**src/rtl/hazard_pkg.sv**
```systemverilog
// Shared types for the hazard unit: forwarding selects, memory-wait FSM states
// and the forwarding priority function.
package hazard_pkg;

  typedef enum logic [1:0] {
    FWD_NONE = 2'b00,
    FWD_WB   = 2'b01,
    FWD_MEM  = 2'b10
  } fwd_sel_t;

  typedef enum logic [1:0] {
    RUN      = 2'b00,
    MEM_WAIT = 2'b01,
    ERR      = 2'b10
  } hz_state_t;

  // M-stage result is younger than W, so it wins when both match.
  function automatic fwd_sel_t fwdSel(input logic hitM, input logic hitW);
    if (hitM)      return FWD_MEM;
    else if (hitW) return FWD_WB;
    else           return FWD_NONE;
  endfunction

endpackage

```
**src/rtl/hazard_shadow.sv**
```systemverilog
// Shadow copy of the M/W-stage destination registers; advances with the
// pipeline and holds while the pipeline is frozen.
module hazard_shadow #(
  parameter int REG_ADDR_W = 5
) (
  input  logic                  clk,
  input  logic                  rst_n,
  input  logic                  en,
  input  logic [REG_ADDR_W-1:0] RdE,
  input  logic                  RegWriteE,
  output logic [REG_ADDR_W-1:0] RdM,
  output logic [REG_ADDR_W-1:0] RdW,
  output logic                  RegWriteM,
  output logic                  RegWriteW
);

  always_ff @(posedge clk or negedge rst_n) begin
    if (!rst_n) begin
      RdM       <= '0;
      RdW       <= '0;
      RegWriteM <= 1'b0;
      RegWriteW <= 1'b0;
    end else if (en) begin
      RdM       <= RdE;
      RegWriteM <= RegWriteE;
      RdW       <= RdM;
      RegWriteW <= RegWriteM;
    end
  end

endmodule

```
**src/rtl/hazard_unit.sv**
```systemverilog
// Hazard unit for the 5-stage RV32I core: stall/flush, forwarding and memory-wait
// FSM with timeout. Optional perf counters behind HAZARD_PERF_CNT_EN.
module hazard_unit
  import hazard_pkg::*;
#(
  parameter int REG_ADDR_W = 5,
  parameter int MAX_WAIT   = 255
) (
  input  logic                  clk,
  input  logic                  rst_n,
  input  logic [REG_ADDR_W-1:0] Rs1D,
  input  logic [REG_ADDR_W-1:0] Rs2D,
  input  logic [REG_ADDR_W-1:0] Rs1E,
  input  logic [REG_ADDR_W-1:0] Rs2E,
  input  logic [REG_ADDR_W-1:0] RdE,
  input  logic                  RegWriteE,
  input  logic                  MemReadE,
  input  logic                  PCSrcE,
  input  logic                  MemAccessM,
  input  logic                  MemReadyM,
  output logic                  StallF,
  output logic                  StallD,
  output logic                  StallE,
  output logic                  StallM,
  output logic                  FlushD,
  output logic                  FlushE,
  output logic [1:0]            ForwardAE,
  output logic [1:0]            ForwardBE,
  output logic                  TimeoutErr
`ifdef HAZARD_PERF_CNT_EN
  ,
  output logic [31:0]           StallCycles,
  output logic [31:0]           FlushCount
`endif
);

  localparam int CNT_W = $clog2(MAX_WAIT + 1);

  hz_state_t             state, stateNext;
  logic [CNT_W-1:0]      cnt, cntNext;
  logic [REG_ADDR_W-1:0] RdM, RdW;
  logic                  RegWriteM, RegWriteW;
  logic                  memStall, lwStall;

  assign memStall = (state == RUN && MemAccessM && !MemReadyM) ||
                    (state == MEM_WAIT && !MemReadyM) ||
                    (state == ERR);

  assign lwStall = MemReadE && (RdE != '0) && (RdE == Rs1D || RdE == Rs2D);

  assign TimeoutErr = (state == ERR);

  hazard_shadow #(.REG_ADDR_W(REG_ADDR_W)) uShadow (
    .clk       (clk),
    .rst_n     (rst_n),
    .en        (!memStall),
    .RdE       (RdE),
    .RegWriteE (RegWriteE),
    .RdM       (RdM),
    .RdW       (RdW),
    .RegWriteM (RegWriteM),
    .RegWriteW (RegWriteW)
  );

  always_ff @(posedge clk or negedge rst_n) begin
    if (!rst_n) begin
      state <= RUN;
      cnt   <= '0;
    end else begin
      state <= stateNext;
      cnt   <= cntNext;
    end
  end

  // cnt holds the number of MEM_WAIT cycles already spent; it saturates into ERR.
  always_comb begin
    stateNext = state;
    cntNext   = cnt;
    case (state)
      RUN: if (MemAccessM && !MemReadyM) begin
        stateNext = MEM_WAIT;
        cntNext   = CNT_W'(1);
      end
      MEM_WAIT: begin
        if (MemReadyM) begin
          stateNext = RUN;
          cntNext   = '0;
        end else if (cnt == CNT_W'(MAX_WAIT)) begin
          stateNext = ERR;
        end else begin
          cntNext = cnt + CNT_W'(1);
        end
      end
      ERR: ;
      default: begin
        stateNext = RUN;
        cntNext   = '0;
      end
    endcase
  end

  always_comb begin
    StallF    = 1'b0;
    StallD    = 1'b0;
    StallE    = 1'b0;
    StallM    = 1'b0;
    FlushD    = 1'b0;
    FlushE    = 1'b0;
    ForwardAE = FWD_NONE;
    ForwardBE = FWD_NONE;
    if (rst_n) begin
      ForwardAE = fwdSel(RegWriteM && RdM != '0 && RdM == Rs1E,
                         RegWriteW && RdW != '0 && RdW == Rs1E);
      ForwardBE = fwdSel(RegWriteM && RdM != '0 && RdM == Rs2E,
                         RegWriteW && RdW != '0 && RdW == Rs2E);
      // A frozen pipeline must not flush: the held branch/load resolves after release.
      if (memStall) begin
        StallF = 1'b1;
        StallD = 1'b1;
        StallE = 1'b1;
        StallM = 1'b1;
      end else begin
        StallF = lwStall;
        StallD = lwStall;
        FlushE = lwStall | PCSrcE;
        FlushD = PCSrcE;
      end
    end
  end

`ifdef HAZARD_PERF_CNT_EN
  always_ff @(posedge clk or negedge rst_n) begin
    if (!rst_n) begin
      StallCycles <= '0;
      FlushCount  <= '0;
    end else begin
      if (StallF) StallCycles <= StallCycles + 32'd1;
      if (FlushE) FlushCount  <= FlushCount + 32'd1;
    end
  end
`endif

endmodule

```
**config.mk**
```make
export PLATFORM = sky130hd
export DESIGN_NAME = hazard_unit
export DESIGN_NICKNAME = d
export VERILOG_FILES = /design/src/rtl/hazard_pkg.sv /design/src/rtl/hazard_shadow.sv /design/src/rtl/hazard_unit.sv
export SDC_FILE = /design/constraint.sdc
export NUM_CORES = 1
export LEC_CHECK = 0
export BUFFER_PORTS_ARGS = -buffer_cell sky130_fd_sc_hd__buf_2
export CAP_MARGIN = 0
export CORE_ASPECT_RATIO = 0.7
export CORE_MARGIN = 3
export CORE_UTILIZATION = 47
export DETAILED_ROUTE_END_ITERATION = 16
export PLACE_DENSITY = 0.72
export SLEW_MARGIN = 0
export SYNTH_ARGS = -nofsm -noshare
export SYNTH_HDL_FRONTEND = slang
export SYNTH_SLANG_ARGS = --single-unit
```
**constraint.sdc**
```tcl
create_clock -name clk -period 2 [get_ports clk]
set_input_delay 0.4 -clock clk [delete_from_list [all_inputs] [get_ports clk]]
set_output_delay 0.4 -clock clk [all_outputs]
set_load 0.01 [all_outputs]
```
; ---- After elaboration in Yosys (flattened, before gate mapping)
; Index checks and enable logic that the tools add are counted.
[classes]
bitwise_logic = 2
addsub = 1
reduce_logical = 22
eq_ne = 12
muxes = 22
[ops]
columns = operator, count
row1 = == test 5 bit, 6
row2 = two-way mux 8 bit, 3
row3 = one-hot mux 8 bit (3 select lines), 1
row4 = nonzero test 5 bit, 3
row5 = two-way mux 2 bit, 7
row6 = logical AND 1 bit, 12
row7 = two-way mux 1 bit, 10
row8 = "adder 8 x 1 -> 8 bit, second input constant", 1
row9 = "== test 8 bit, second input constant", 1
row10 = one-hot mux 2 bit (3 select lines), 1
row11 = AND reduction 3 bit, 2
row12 = logical OR 1 bit, 3
row13 = "inequality test 3 x 2 -> 1 bit, second input constant", 1
row14 = "inequality test 3 bit, second input constant", 1
row15 = "== test 2 x 1 -> 1 bit, second input constant", 1
row16 = "== test 2 bit, second input constant", 1
row17 = zero test 2 bit, 1
row18 = "inequality test 2 x 1 -> 1 bit, second input constant", 1
row19 = zero test 1 bit, 1
row20 = inverter 1 bit, 1
row21 = OR 1 bit, 1
[word_totals]
register_bits = 22
word_cells = 65

; ---- Longest topological paths before layout
[depth]
word_depth = 7
depth_mapped = 6

; ---- Cells and area by module
; From an unflattened synthesis, not the netlist that was laid out.
[unflattened]
cells_unflattened = 148
hier_area_um2 = 1522.7
[by_module_without_submodules]
columns = mod, instances, cells_per_inst, area_per_inst_um2
row1 = hazard_unit, 1, 123, 1038.5
row2 = hazard_shadow, 1, 25, 484.2

; ---- Worst setup path after synthesis
; OpenSTA, ideal clock, no wires.
[synth_timing]
path_kind = reg2out
start = reg state[0]
end = out StallF
path_slack_ps = -22
t_arrival_ps = 1622
stages_incl_launch_ff = 7
cell_sequence = dfrtp_1 clkbuf_2 nor2b_1 o21ba_2 nor2b_1 o21bai_1 buf_4
[synth_lines]
columns = item, line
row1 = from (decl), hazard_unit.sv:39  ; hz_state_t state, stateNext;
row2 = from (signal assigned), hazard_unit.sv:70  ; state <= stateNext;
row3 = == test 2 bit, --
row4 = net TimeoutErr, hazard_unit.sv:29  ; output logic TimeoutErr
row5 = logical OR 1 bit, hazard_unit.sv:46  ; (state == MEM_WAIT && !MemReadyM) ||
row6 = two-way mux 1 bit, hazard_unit.sv:117  ; if (memStall) begin
row7 = two-way mux 1 bit, hazard_unit.sv:111  ; if (rst_n) begin
row8 = to (decl), hazard_unit.sv:21  ; output logic StallF,
; The timed path passes the listed nets, and every way through them passes these cells.

; ---- Worst setup path after layout
[layout_timing]
start = reg uShadow.RdW[1]
end = out ForwardBE[0]
[layout_via]
elab_chain_cells = 6
[layout_rtl]
columns = item, line
row1 = from (decl), hazard_shadow.sv:12  ; output logic [REG_ADDR_W-1:0] RdW,
row2 = from (signal assigned), hazard_shadow.sv:26  ; RdW <= RdM;
row3 = nonzero test 5 bit, hazard_unit.sv:115  ; RegWriteW && RdW != '0 && RdW == Rs2E);
row4 = logical AND 1 bit, hazard_unit.sv:115
row5 = logical AND 1 bit *, hazard_unit.sv:115
row6 = two-way mux 1 bit *, hazard_pkg.sv:20  ; else if (hitW) return FWD_WB;
row7 = two-way mux 2 bit *, hazard_pkg.sv:19  ; if (hitM) return FWD_MEM;
row8 = two-way mux 2 bit *, hazard_unit.sv:111
row9 = to (decl), hazard_unit.sv:28  ; output logic [1:0] ForwardBE,
; Mark *: on every way between the ends. The rest lies on a longest branch, timed or not.

==> results.md <==
* Slew HR at 57.07%
* Fillers at between 200 and 250
* Reg2Reg Setup Slack at 150 ps
* #FFs+latches synth at 22
* Sequential area share after synthesis at 37.54%
* Clock Sinks at 22
* Footprint of the multi-input gates at 964.7 um2
* CP Cell Sequence: buf_4 -> xor2_1 -> or4_1 -> nor4_2 -> buf_2
* PnR worst setup slack at -302.3 ps
* Worst skew pair latency at 260 ps
* Max-Cap Viols at 0
* Syn_nets at 177
* Main synth FF type: dfrtp_1
* Worst EP required at around 1600 ps
* Hold WC Path Type: primary input to async pin
* Worst reg2reg path startpoint: state[1]$_DFFE_PN0P_
* Wire per inst at roughly 15 um
* Vias at 1295
* Slowest CP cell: or4_1
* Synth Instances at 144
* Vias in the first global route at around 1300
* Outcome: finished, violations left
* Post-Syn Area at roughly 1500 um2
* Most frequent cell after synthesis: xor2_1
* Die area at about 3800 um2
* Critical path startpoint: uShadow.RdW[1]$_DFFE_PN0N_
* Fin. max-slew vios at 0
* Total wire length at between 3000 and 4000 um
* Clock transition at path regs at 80 ps
* Setup Viol. Count Final at 4
* Peak supply drop at 0.6851 mV
* Netlist cell types at 37
* Register area at approximately 550 um2
* CP Class: register to output port
* Net Sw Frac at 27.20%
* Placed cell count at 225
* Diode count at 0
* Synthesized area per cell at just over 10 um2
* R2R depth at 6
* Number of flops mapped to enable cells by yosys at 0
* DR pass1 iterations at 4
* Post-place setup slack at 37.00 ps
* Failing checks: negative setup slack
* Vias/cell at ~5.4
* DRC viols at 0
* Largest net degree at the start of global routing at 29
* Chip width at 72.76 um
* CP Max Fanout at 4
* Ranking of synthesized cells by area: dfrtp_1 38%, xor2_1 16%, mux2_2 9.2%, xnor2_1 3.6%, o211ai_1 2.6%
* Worst-Margin Slew at 637.2 ps
* Sw power at 348.2 uW
* Synth top area share at 37.54%
* Share of cells above drive strength 1 at between 40% and 50%
* Final nets at 236
* Core Box Area at 2883 um2
* Combinational share of power at 26.6%
* Initial antenna violation count at 0
* Fin Clk Skew at 4.871 ps
* YS warnings at 0
* Num rows at 16
* Fin crit share at 115.1%
* Total track usage at 19.26%
* Clk buf depth at 2
* Clock network fraction of design power at 31.9%
* Synth cell count leaders: 26 x xor2_1, 22 x dfrtp_1, 12 x mux2_2
* H-tree lvl count at 1
* Dpl hpwl at 2636 um
* Layout area overhead at 35.67%
* GP Congestion at 0.9037
* R2R Path End: cnt[4]$_DFFE_PN0P_
* Lkg Pwr at 0.0008907 uW
* Seq pwr share at 41.5%
* Power per cell area at about 640 nW/um2
* Total gr overflow at 0
* Crit path DAT at roughly 1900 ps
* Sum Neg Setup Slack at -955.7 ps
* Final ANT Viol Nets at 0
* Root Driver: clkbuf_8
* CP Capture Point: ForwardBE[0]
* Largest area contributor in the netlist: dfrtp_1
* Initial Util at between 50 and 60%
* Hold Vio Cnt, Final at 0
* Hold Buf Count CTS at 0
* Io pins at 43
* CP Launch Type: register
* RSZ-0062 raised after global routing: true
* First-pass GRT wire length at 5699 um
* CP Capture Type: output port
* Count of input and output buffers at 42
* Post-synth ARST share at 100.0%
* TritonCTS clock tree: done
* DR iter-0 viols at 23
* CTS Buf Count at 3
* Post-layout min period at 2302 ps
* Fmax at 434.3 MHz
* Die Ht at 52.74 um
* Cell Int Power at 932.0 uW
* CP max stage delay at 490 ps
* Fin cells at 238
## registers in the layout, indices dropped and copies added, names as in the netlist
signal	cells
uShadow.RegWriteM	1
state	2
uShadow.RegWriteW	1
cnt	8
uShadow.RdW	5
uShadow.RdM	5
## power groups by stage
stage | Sequential [uW] | Clock, uW | Combinational, uW
2_1_floorplan | 531 | 0 | 165
3_3_place_gp | 535 | 0 | 271
3_5_place_dp | 537 | 0 | 282
4_1_cts | 528 | 425 | 288
5_1_grt | 538 | 438 | 372
6_report | 531 | 408 | 341
## critical path, delay by kind of cell, from the launching register on
family / cells / cell delay (ps)
AND/OR/NAND/NOR: 2 / 760
buffers and inverters: 2 / 320
XOR/XNOR: 1 / 130
flip-flops: 1 / 440
## layout make-up
type	count	share of cell area, %
Tap cell	36	2.264
Timing Repair Buffer	59	17.80
Clock inverter	1	1.509
Clock buffer	3	2.075
Multi-Input combinational cell	117	48.49
Sequential cell	22	27.86
## timing repair
item                                    in CTS  in global routing
gates resized for setup                      4                 17
setup buffers                                3                  6
endpoints found under the setup margin       7                  7
pin swaps                                    3                  8
## stage by stage
| stage | instance area (um2) | hold slack, ps | total power (uW) | utilization [%] |
|---|---|---|---|---|
| after floorplan | 1469 | 104.4 | 695.9 | - |
| after global placement | 1755 | 430.1 | 806.2 | 60.89 |
| after detailed placement | 1755 | 435.5 | 818.9 | 60.89 |
| after CTS | 1866 | 143.4 | 1242 | 64.71 |
| after global routing | 1989 | 158.7 | 1347 | 69.01 |
| final | 1989 | 136.3 | 1280 | 69.01 |
## worst min path at each step
stage               startpoint                    endpoint  slack (ps)
finish                   rst_n  uShadow.RdW[4]$_DFFE_PN0N_         140
detailed placement       rst_n          cnt[5]$_DFFE_PN0P_         440
CTS                      rst_n          cnt[5]$_DFFE_PN0P_         140
global placement         rst_n          cnt[7]$_DFFE_PN0P_         430
global route             rst_n          cnt[5]$_DFFE_PN0P_         160
floorplan                rst_n          cnt[0]$_DFFE_PN0P_         100
## cells in the final DEF (no fill, tap or decap), types with 2 or more instances in the layout
cell type / synthesis / routed
a211oi_1: 2 / 2
a21oi_1: 4 / 4
and2_4: 0 / 2
and3_1: 3 / 2
buf_2: 1 / 40
buf_4: 2 / 16
buf_6: 0 / 3
clkbuf_8: 0 / 3
dfrtp_1: 22 / 19
dfrtp_2: 0 / 3
mux2_2: 12 / 12
mux2i_1: 2 / 2
nand2_1: 6 / 6
nand3_1: 2 / 2
nor2_1: 8 / 7
nor2b_1: 4 / 2
nor3_1: 2 / 2
nor4_2: 2 / 2
nor4_4: 0 / 2
o2111ai_1: 2 / 2
o211ai_1: 5 / 5
o21ai_0: 6 / 6
o21bai_1: 2 / 2
o22ai_1: 2 / 2
or3_1: 2 / 2
or4_1: 5 / 4
xnor2_1: 6 / 5
xor2_1: 26 / 26
## layer usage
metal,vias up,part of all wire [%],GRT usage (%)
met1,613,45,25.18
met2,43,49,31.74
met5,-,0,0
li1,635,-,-
met3,4,5.9,4.598
met4,0,0.80,5.521
## logic make-up (layout without fill, tap and decap cells)
family,Yosys count,count (layout),share of synthesized area [%]
buffers and inverters,5,63,1.961
adder cells (fa/ha/maj),1,1,0.8531
flip-flops,22,22,37.54
AO/OA/AOI/OAI,27,27,12.46
XOR/XNOR,32,32,19.11
AND/OR/NAND/NOR,43,43,17.49
multiplexers,14,14,10.58
No activity file was read; power rests on OpenSTA's default activity.
